[config.mk]
export PLATFORM = sky130hd
export DESIGN_NAME = uart_frame_tx
export DESIGN_NICKNAME = d
export VERILOG_FILES = /design/src/rtl/uart_pkg.sv /design/src/rtl/uart_byte_tx.sv /design/src/rtl/uart_frame_tx.sv
export SDC_FILE = /design/constraint.sdc
export NUM_CORES = 1
export LEC_CHECK = 0
export ABC_AREA = 1
export CORE_UTILIZATION = 39
export DETAILED_ROUTE_END_ITERATION = 10
export MAX_ROUTING_LAYER = met4
export SYNTH_ARGS = -nofsm -noshare
export SYNTH_HDL_FRONTEND = slang
export SYNTH_SLANG_ARGS = --single-unit
[constraint.sdc]
create_clock -name clk -period 2.4 [get_ports clk]
set_input_delay 0.36 -clock clk [delete_from_list [all_inputs] [get_ports clk]]
set_output_delay 0.36 -clock clk [all_outputs]
set_load 0.005 [all_outputs]
[src/rtl/uart_pkg.sv]
// rtl/uart_pkg.sv - shared types, constants and checksum helper for the framed UART transmitter
package uart_pkg;

    typedef enum logic [1:0] {
        IDLE = 2'd0,
        SEND = 2'd1,
        GAP  = 2'd2
    } state_t;

    localparam logic [7:0] DEFAULT_HEADER    = 8'hAA;
    localparam logic [7:0] DEFAULT_TRAILER   = 8'hBB;
    localparam int         UART_FRAME_BITS   = 10;
    localparam int         MAX_PAYLOAD_BYTES = 32;
    localparam int         MAX_PAYLOAD_BITS  = 8 * MAX_PAYLOAD_BYTES;

    // XOR of the low n bytes of a zero-extended payload.
    function automatic logic [7:0] xor_bytes(input logic [MAX_PAYLOAD_BITS-1:0] payload, input int n);
        logic [7:0] acc;
        acc = '0;
        for (int i = 0; i < MAX_PAYLOAD_BYTES; i++) begin
            if (i < n) begin
                acc = acc ^ payload[8*i +: 8];
            end
        end
        return acc;
    endfunction

endpackage

[src/rtl/uart_byte_tx.sv]
// rtl/uart_byte_tx.sv - 8N1 serialiser for one byte; owns the bit divider and bit counter
module uart_byte_tx
    import uart_pkg::*;
#(
    parameter int CLK_DIV = 52
) (
    input  logic       clk,
    input  logic       rst_n,
    input  logic       load,
    input  logic [7:0] data,
    output logic       tx,
    output logic       byte_done
);

    localparam int             DW       = $clog2(CLK_DIV);
    localparam logic [DW-1:0]  DIV_LAST = DW'(CLK_DIV - 1);
    localparam logic [3:0]     BIT_LAST = 4'(UART_FRAME_BITS - 1);

    logic [DW-1:0] div;
    logic [3:0]    bit_cnt;
    logic [7:0]    shreg;
    logic          active;

    // Combinational so the top can load the next byte on the very edge the stop bit ends.
    assign byte_done = active && (div == DIV_LAST) && (bit_cnt == BIT_LAST);

    always_ff @(posedge clk) begin
        if (!rst_n) begin
            tx      <= 1'b1;
            div     <= '0;
            bit_cnt <= '0;
            shreg   <= '0;
            active  <= 1'b0;
        end else if (load) begin
            tx      <= 1'b0;
            div     <= '0;
            bit_cnt <= '0;
            shreg   <= data;
            active  <= 1'b1;
        end else if (active) begin
            if (div == DIV_LAST) begin
                div <= '0;
                if (bit_cnt == BIT_LAST) begin
                    active  <= 1'b0;
                    bit_cnt <= '0;
                    tx      <= 1'b1;
                end else begin
                    bit_cnt <= bit_cnt + 4'd1;
                    if (bit_cnt == 4'd8) begin
                        tx <= 1'b1;
                    end else begin
                        tx    <= shreg[0];
                        shreg <= {1'b0, shreg[7:1]};
                    end
                end
            end else begin
                div <= div + 1'b1;
            end
        end
    end

endmodule

[src/rtl/uart_frame_tx.sv]
// rtl/uart_frame_tx.sv - framed UART transmitter: header, payload, checksum, trailer, then idle gap
module uart_frame_tx
    import uart_pkg::*;
#(
    parameter int         CLK_DIV       = 52,
    parameter int         PAYLOAD_BYTES = 4,
    parameter logic [7:0] HEADER        = DEFAULT_HEADER,
    parameter logic [7:0] TRAILER       = DEFAULT_TRAILER,
    parameter int         CHECKSUM_EN   = 1,
    parameter int         GAP_CYCLES    = 4_000_000
) (
    input  logic                       clk,
    input  logic                       rst_n,
    input  logic                       start,
    input  logic [8*PAYLOAD_BYTES-1:0] payload,
    output logic                       ready,
    output logic                       busy,
    output logic                       done,
    output logic                       uart_tx
);

    localparam int NB = PAYLOAD_BYTES + 2 + ((CHECKSUM_EN != 0) ? 1 : 0);
    localparam int BW = $clog2(NB);
    localparam int GW = (GAP_CYCLES > 0) ? $clog2(GAP_CYCLES + 1) : 1;
    localparam logic [BW-1:0] BYTE_LAST = BW'(NB - 1);
    localparam logic [GW-1:0] GAP_LAST  = GW'((GAP_CYCLES > 0) ? GAP_CYCLES - 1 : 0);

    if (CLK_DIV < 2) begin : g_bad_clk_div
        $error("uart_frame_tx: CLK_DIV must be >= 2");
    end
    if (PAYLOAD_BYTES < 1) begin : g_bad_payload
        $error("uart_frame_tx: PAYLOAD_BYTES must be >= 1");
    end
    if (PAYLOAD_BYTES > MAX_PAYLOAD_BYTES) begin : g_big_payload
        $error("uart_frame_tx: PAYLOAD_BYTES exceeds checksum helper width");
    end

    state_t                     state;
    logic [8*PAYLOAD_BYTES-1:0] payload_q;
    logic [7:0]                 csum_q;
    logic [BW-1:0]              byte_idx;
    logic [BW-1:0]              next_idx;
    logic [GW-1:0]              gap_cnt;
    logic [7:0]                 next_data;
    logic                       accept;
    logic                       last_byte;
    logic                       load;
    logic                       byte_done;

    // The final gap edge doubles as an accept edge so a held start leaves exactly GAP_CYCLES idle cycles.
    assign accept    = start && ((state == IDLE) || ((state == GAP) && (gap_cnt == GAP_LAST)));
    assign last_byte = (byte_idx == BYTE_LAST);
    assign load      = accept || ((state == SEND) && byte_done && !last_byte);

    always_comb begin
        next_idx  = byte_idx + 1'b1;
        next_data = TRAILER;
        if (accept) begin
            next_data = HEADER;
        end else begin
            for (int i = 1; i <= PAYLOAD_BYTES; i++) begin
                if (int'(next_idx) == i) begin
                    next_data = payload_q[8*(PAYLOAD_BYTES-i) +: 8];
                end
            end
            if ((CHECKSUM_EN != 0) && (int'(next_idx) == PAYLOAD_BYTES + 1)) begin
                next_data = csum_q;
            end
        end
    end

    uart_byte_tx #(
        .CLK_DIV (CLK_DIV)
    ) u_byte_tx (
        .clk       (clk),
        .rst_n     (rst_n),
        .load      (load),
        .data      (next_data),
        .tx        (uart_tx),
        .byte_done (byte_done)
    );

    always_ff @(posedge clk) begin
        if (!rst_n) begin
            state     <= IDLE;
            ready     <= 1'b1;
            busy      <= 1'b0;
            done      <= 1'b0;
            byte_idx  <= '0;
            gap_cnt   <= '0;
            payload_q <= '0;
            csum_q    <= '0;
        end else begin
            done <= 1'b0;
            if (accept) begin
                state     <= SEND;
                payload_q <= payload;
                csum_q    <= xor_bytes(MAX_PAYLOAD_BITS'(payload), PAYLOAD_BYTES);
                byte_idx  <= '0;
                gap_cnt   <= '0;
                busy      <= 1'b1;
                ready     <= 1'b0;
            end else begin
                case (state)
                    SEND: begin
                        if (byte_done) begin
                            if (last_byte) begin
                                done     <= 1'b1;
                                busy     <= 1'b0;
                                byte_idx <= '0;
                                gap_cnt  <= '0;
                                if (GAP_CYCLES == 0) begin
                                    state <= IDLE;
                                    ready <= 1'b1;
                                end else begin
                                    state <= GAP;
                                end
                            end else begin
                                byte_idx <= next_idx;
                            end
                        end
                    end
                    GAP: begin
                        if (gap_cnt == GAP_LAST) begin
                            state   <= IDLE;
                            ready   <= 1'b1;
                            gap_cnt <= '0;
                        end else begin
                            gap_cnt <= gap_cnt + 1'b1;
                        end
                    end
                    default: begin
                        ready <= 1'b1;
                    end
                endcase
            end
        end
    end

endmodule

==> flow_summary.yaml <==
power:
  p_leak_nw: 2.21
  power_density_mw_per_mm2: 612
  seq_power_share_pct: 48.4
  clkPwrFrac_pct: 40.9
  peakVddDrop_v: 0.000333
  p_sw_uw: 810
  comb_power_share_pct: 10.8
  internal_power_mw: 2.53
  switching_share_pct: 24.2
finish:
  finalInstanceArea_mm2: 0.00546
  final_nets: 763
  drive_above_1_share_pct: 6.08
  area_growth_pct: 15.9
  fill_cells: 1213
  antenna_cells: 0
  postLayoutCoreUtil_pct: 47.0
synth:
  syn_area_mm2: 0.00471
  ys_warn_count: 0
  synth_common_cells: "nand2_1 (134), nor2_1 (120), dfxtp_1 (90)"
  synthFlopType: "dfxtp_1"
  avgSynthCellArea_um2: 6.87
  synthTopCellsByArea: "dfxtp_1 (38%), nand2_1 (11%), nor2_1 (9.6%)"
  synth_top_area_cell: "dfxtp_1"
  syn_inst: 686
  synthArstFlopShare_pct: 0
  synth_cell_type_count: 37
  syn_nets: 728
  synth_top_area_share_pct: 38.2
  yosysMostFrequentCell: "nand2_1"
  ys_seq_elements: 90
  synth_seq_area_share_pct: 38.2
  synth_edf_count: 0
clocking:
  tritoncts: "yes"
  clock-root-buffer: "clkbuf_16"
  clk_latency_ps: 350
  htreeDepth: 3
  clock_sinks: 90
  numCtsBuffers: 9
  post_cts_buffers: 0
  clk_path_buf_depth: 2
  cts.repair.resized: 0
  path_clk_slew_ps: 60
worst_setup_path:
  ff2ff_path_depth: 11
  end_kind: "flip-flop"
  critical_path_class: "reg -> reg"
  cpMaxStageDelayCell: "dfxtp_1"
  r2r-start: "byte_idx[0]$_SDFFE_PP0P_"
  reg2reg_setup_slack_ps: 190
  r2r_end: "u_byte_tx.shreg[1]$_SDFFE_PN0P_"
  worst-path-max-fanout: 9
  startpoint_type: "flip-flop"
  cpPeakStageDelay_ps: 340
  crit_chain: "ha_1, ha_1, inv_1, nand2_1, clkinv_1, a21oi_1, nand2_1, nand2_1, nand2_1, nor2_1, nor2_1"
  cp.arrival_ps: 2440
  worstPathRequired_ps: 2640
  cp_common_cell: "nand2_1"
timing:
  finalClockSkew_ps: 5.96
  rsz0062_at_grt: "true"
  fin_tns_setup_ps: 0
  tightestPinTransition_ps: 465
  relSlewSlack_pct: 68.9
  fin_crit_sh_pct: 92.0
  final-hold-violation-count: 0
  setup_viol: 0
  max_freq_mhz: 453
  hold_ws_ps: 447
  drv_slew: 0
  min_period_ps: 2210
routing:
  post_drt_wl_per_cell_um: 12.8
  drt_pass1_iterations: 8
  drc_errors: 1
  vias: 4376
  drt-initial-drc-count: 242
  postRouteAntennaNets: 0
  routed_wl_um: 11100
  viasPerCell: 5.05
hold_path:
  min_from: "payload_q[26]$_SDFFE_PN0P_"
  min_path_type: "reg -> reg"
  min_to: "payload_q[26]$_SDFFE_PN0P_"
  whs_path_depth: 2
global_routing:
  grt.overflow.total: 0
  grt_pass1_wl_um: 19200
  grt_usage_pct: 19.7
  antenna_found_initial: 0
  grt_pass1_vias: 4166
  grt_max_degree: 47
placed_design:
  hpwl_um: 8160
  finalWeightedCongestion: 0.979
  placed_cell_area_mm2: 0.00519
  io_buffers: 38
floorplan:
  die_area_mm2: 0.0125
  die_width_um: 112
  start_util_pct: 40.6
  pin_count: 39
  placementRows: 39
  core_area_mm2: 0.0116
  die_height_um: 112
outcome:
  failed_checks: "DRC"
  status: "finished with violations"
job:
  max-cap-violations: 0
## routing by layer
metal / vias to the layer above / global-route usage (%) / part of all wire, %
met5: - / - / 0
met4: 0 / 9.28 / 2.3
met3: 22 / 2.89 / 3.6
met2: 92 / 31.0 / 45
met1: 1968 / 24.8 / 49
li1: 2294 / - / -
## power groups by stage
stage	Combinational [mW]	Sequential, mW	Clock (mW)
final	0.360	1.62	1.37
after global routing	0.409	1.63	1.46
after CTS	0.364	1.62	1.40
after detailed placement	0.363	1.65	0
after global placement	0.356	1.65	0
after floorplan	0.241	1.64	0
## sequential cells by signal, summed over array words and instances, names as in the netlist
register / flops
u_byte_tx.active: 1
u_byte_tx.div: 6
u_byte_tx.shreg: 8
state: 2
gap_cnt: 22
u_byte_tx.tx: 1
payload_q: 32
byte_idx: 3
busy: 1
csum_q: 8
ready: 1
u_byte_tx.bit_cnt: 4
done: 1
## worst max path at each step
stage                                   from                         endpoint  slack (ps)  cells past startpoint
floorplan           byte_idx[0]$_SDFFE_PP0P_  u_byte_tx.shreg[6]$_SDFFE_PN0P_         600                     11
global placement    byte_idx[0]$_SDFFE_PP0P_  u_byte_tx.shreg[1]$_SDFFE_PN0P_         200                     11
detailed placement  byte_idx[0]$_SDFFE_PP0P_  u_byte_tx.shreg[1]$_SDFFE_PN0P_         200                     11
CTS                 byte_idx[0]$_SDFFE_PP0P_  u_byte_tx.shreg[1]$_SDFFE_PN0P_         180                     11
global route        byte_idx[0]$_SDFFE_PP0P_  u_byte_tx.shreg[7]$_SDFFE_PN0P_         -40                     11
finish              byte_idx[0]$_SDFFE_PP0P_  u_byte_tx.shreg[1]$_SDFFE_PN0P_         190                     11
## cell usage in the layout, fill, tap and decap left out
cell             Yosys  routed
a21oi_1             46      46
a21oi_2              1       1
a21oi_4              1       1
a22oi_1              2       2
a2bb2oi_1            1       1
and3_1               3       3
buf_4                0       6
bufinv_16            0       1
clkbuf_1             7       2
clkbuf_16            0       9
clkdlybuf4s50_1      0      38
clkinv_1             1       1
clkinv_2             0       1
clkinvlp_4           0       1
dfxtp_1             90      90
ha_1                 7       7
inv_1               65      65
inv_2                5       5
inv_6                1       1
nand2_1            134     134
nand2_2              4       4
nand2_4              1       1
nand3_1             37      37
nand3_2              2       2
nand3b_1             2       2
nand4_1             14      14
nor2_1             120     120
nor2_2               4       4
nor3_1              17      17
nor3_4               2       2
nor3b_1              1       1
o211ai_1             6       6
o21a_1               1       1
o21ai_0             59      59
o21ai_2              1       1
o21bai_1             2       2
o22ai_1              2       2
or2_2                4       4
xnor2_1             13      13
xor2_1              17      17
## per-stage QoR
stage	instances	setup WS (ps)	power [mW]
4_1_cts	867	180	3.38
3_5_place_dp	853	197	2.01
5_1_grt	867	-45.0	3.49
3_3_place_gp	853	199	2.01
6_report	867	192	3.34
2_1_floorplan	686	597	1.88
## cell families after synthesis
family	synth area share, %
buffers and inverters	8.58
AO/OA/AOI/OAI	14.1
XOR/XNOR	5.58
adder cells (fa/ha/maj)	1.86
flip-flops	38.2
AND/OR/NAND/NOR	31.7
## worst max-delay path: cells and delay by family (launching register included)
family	cells	cell delay (ps)
compound gates	1	210
flops	1	340
fa+ha+maj	2	550
simple gates	6	580
buf+inv	2	410
## repair_timing
action | 4_1_cts | 5_1_grt
endpoints found under the setup margin | 0 | 3
endpoints found under the hold margin | 0 | 0
hold buffers | 0 | 0
## final cells by class
class,instances,area [um2],share of cell area [%]
Inverter,72,275,5.04
Multi-Input combinational cell,504,2500,45.9
Clock buffer,11,233,4.26
Tap cell,143,179,3.28
Timing Repair Buffer,44,425,7.79
Sequential cell,90,1800,33.0
Clock inverter,3,42.5,0.779
(Power assumes the default switching activity.)
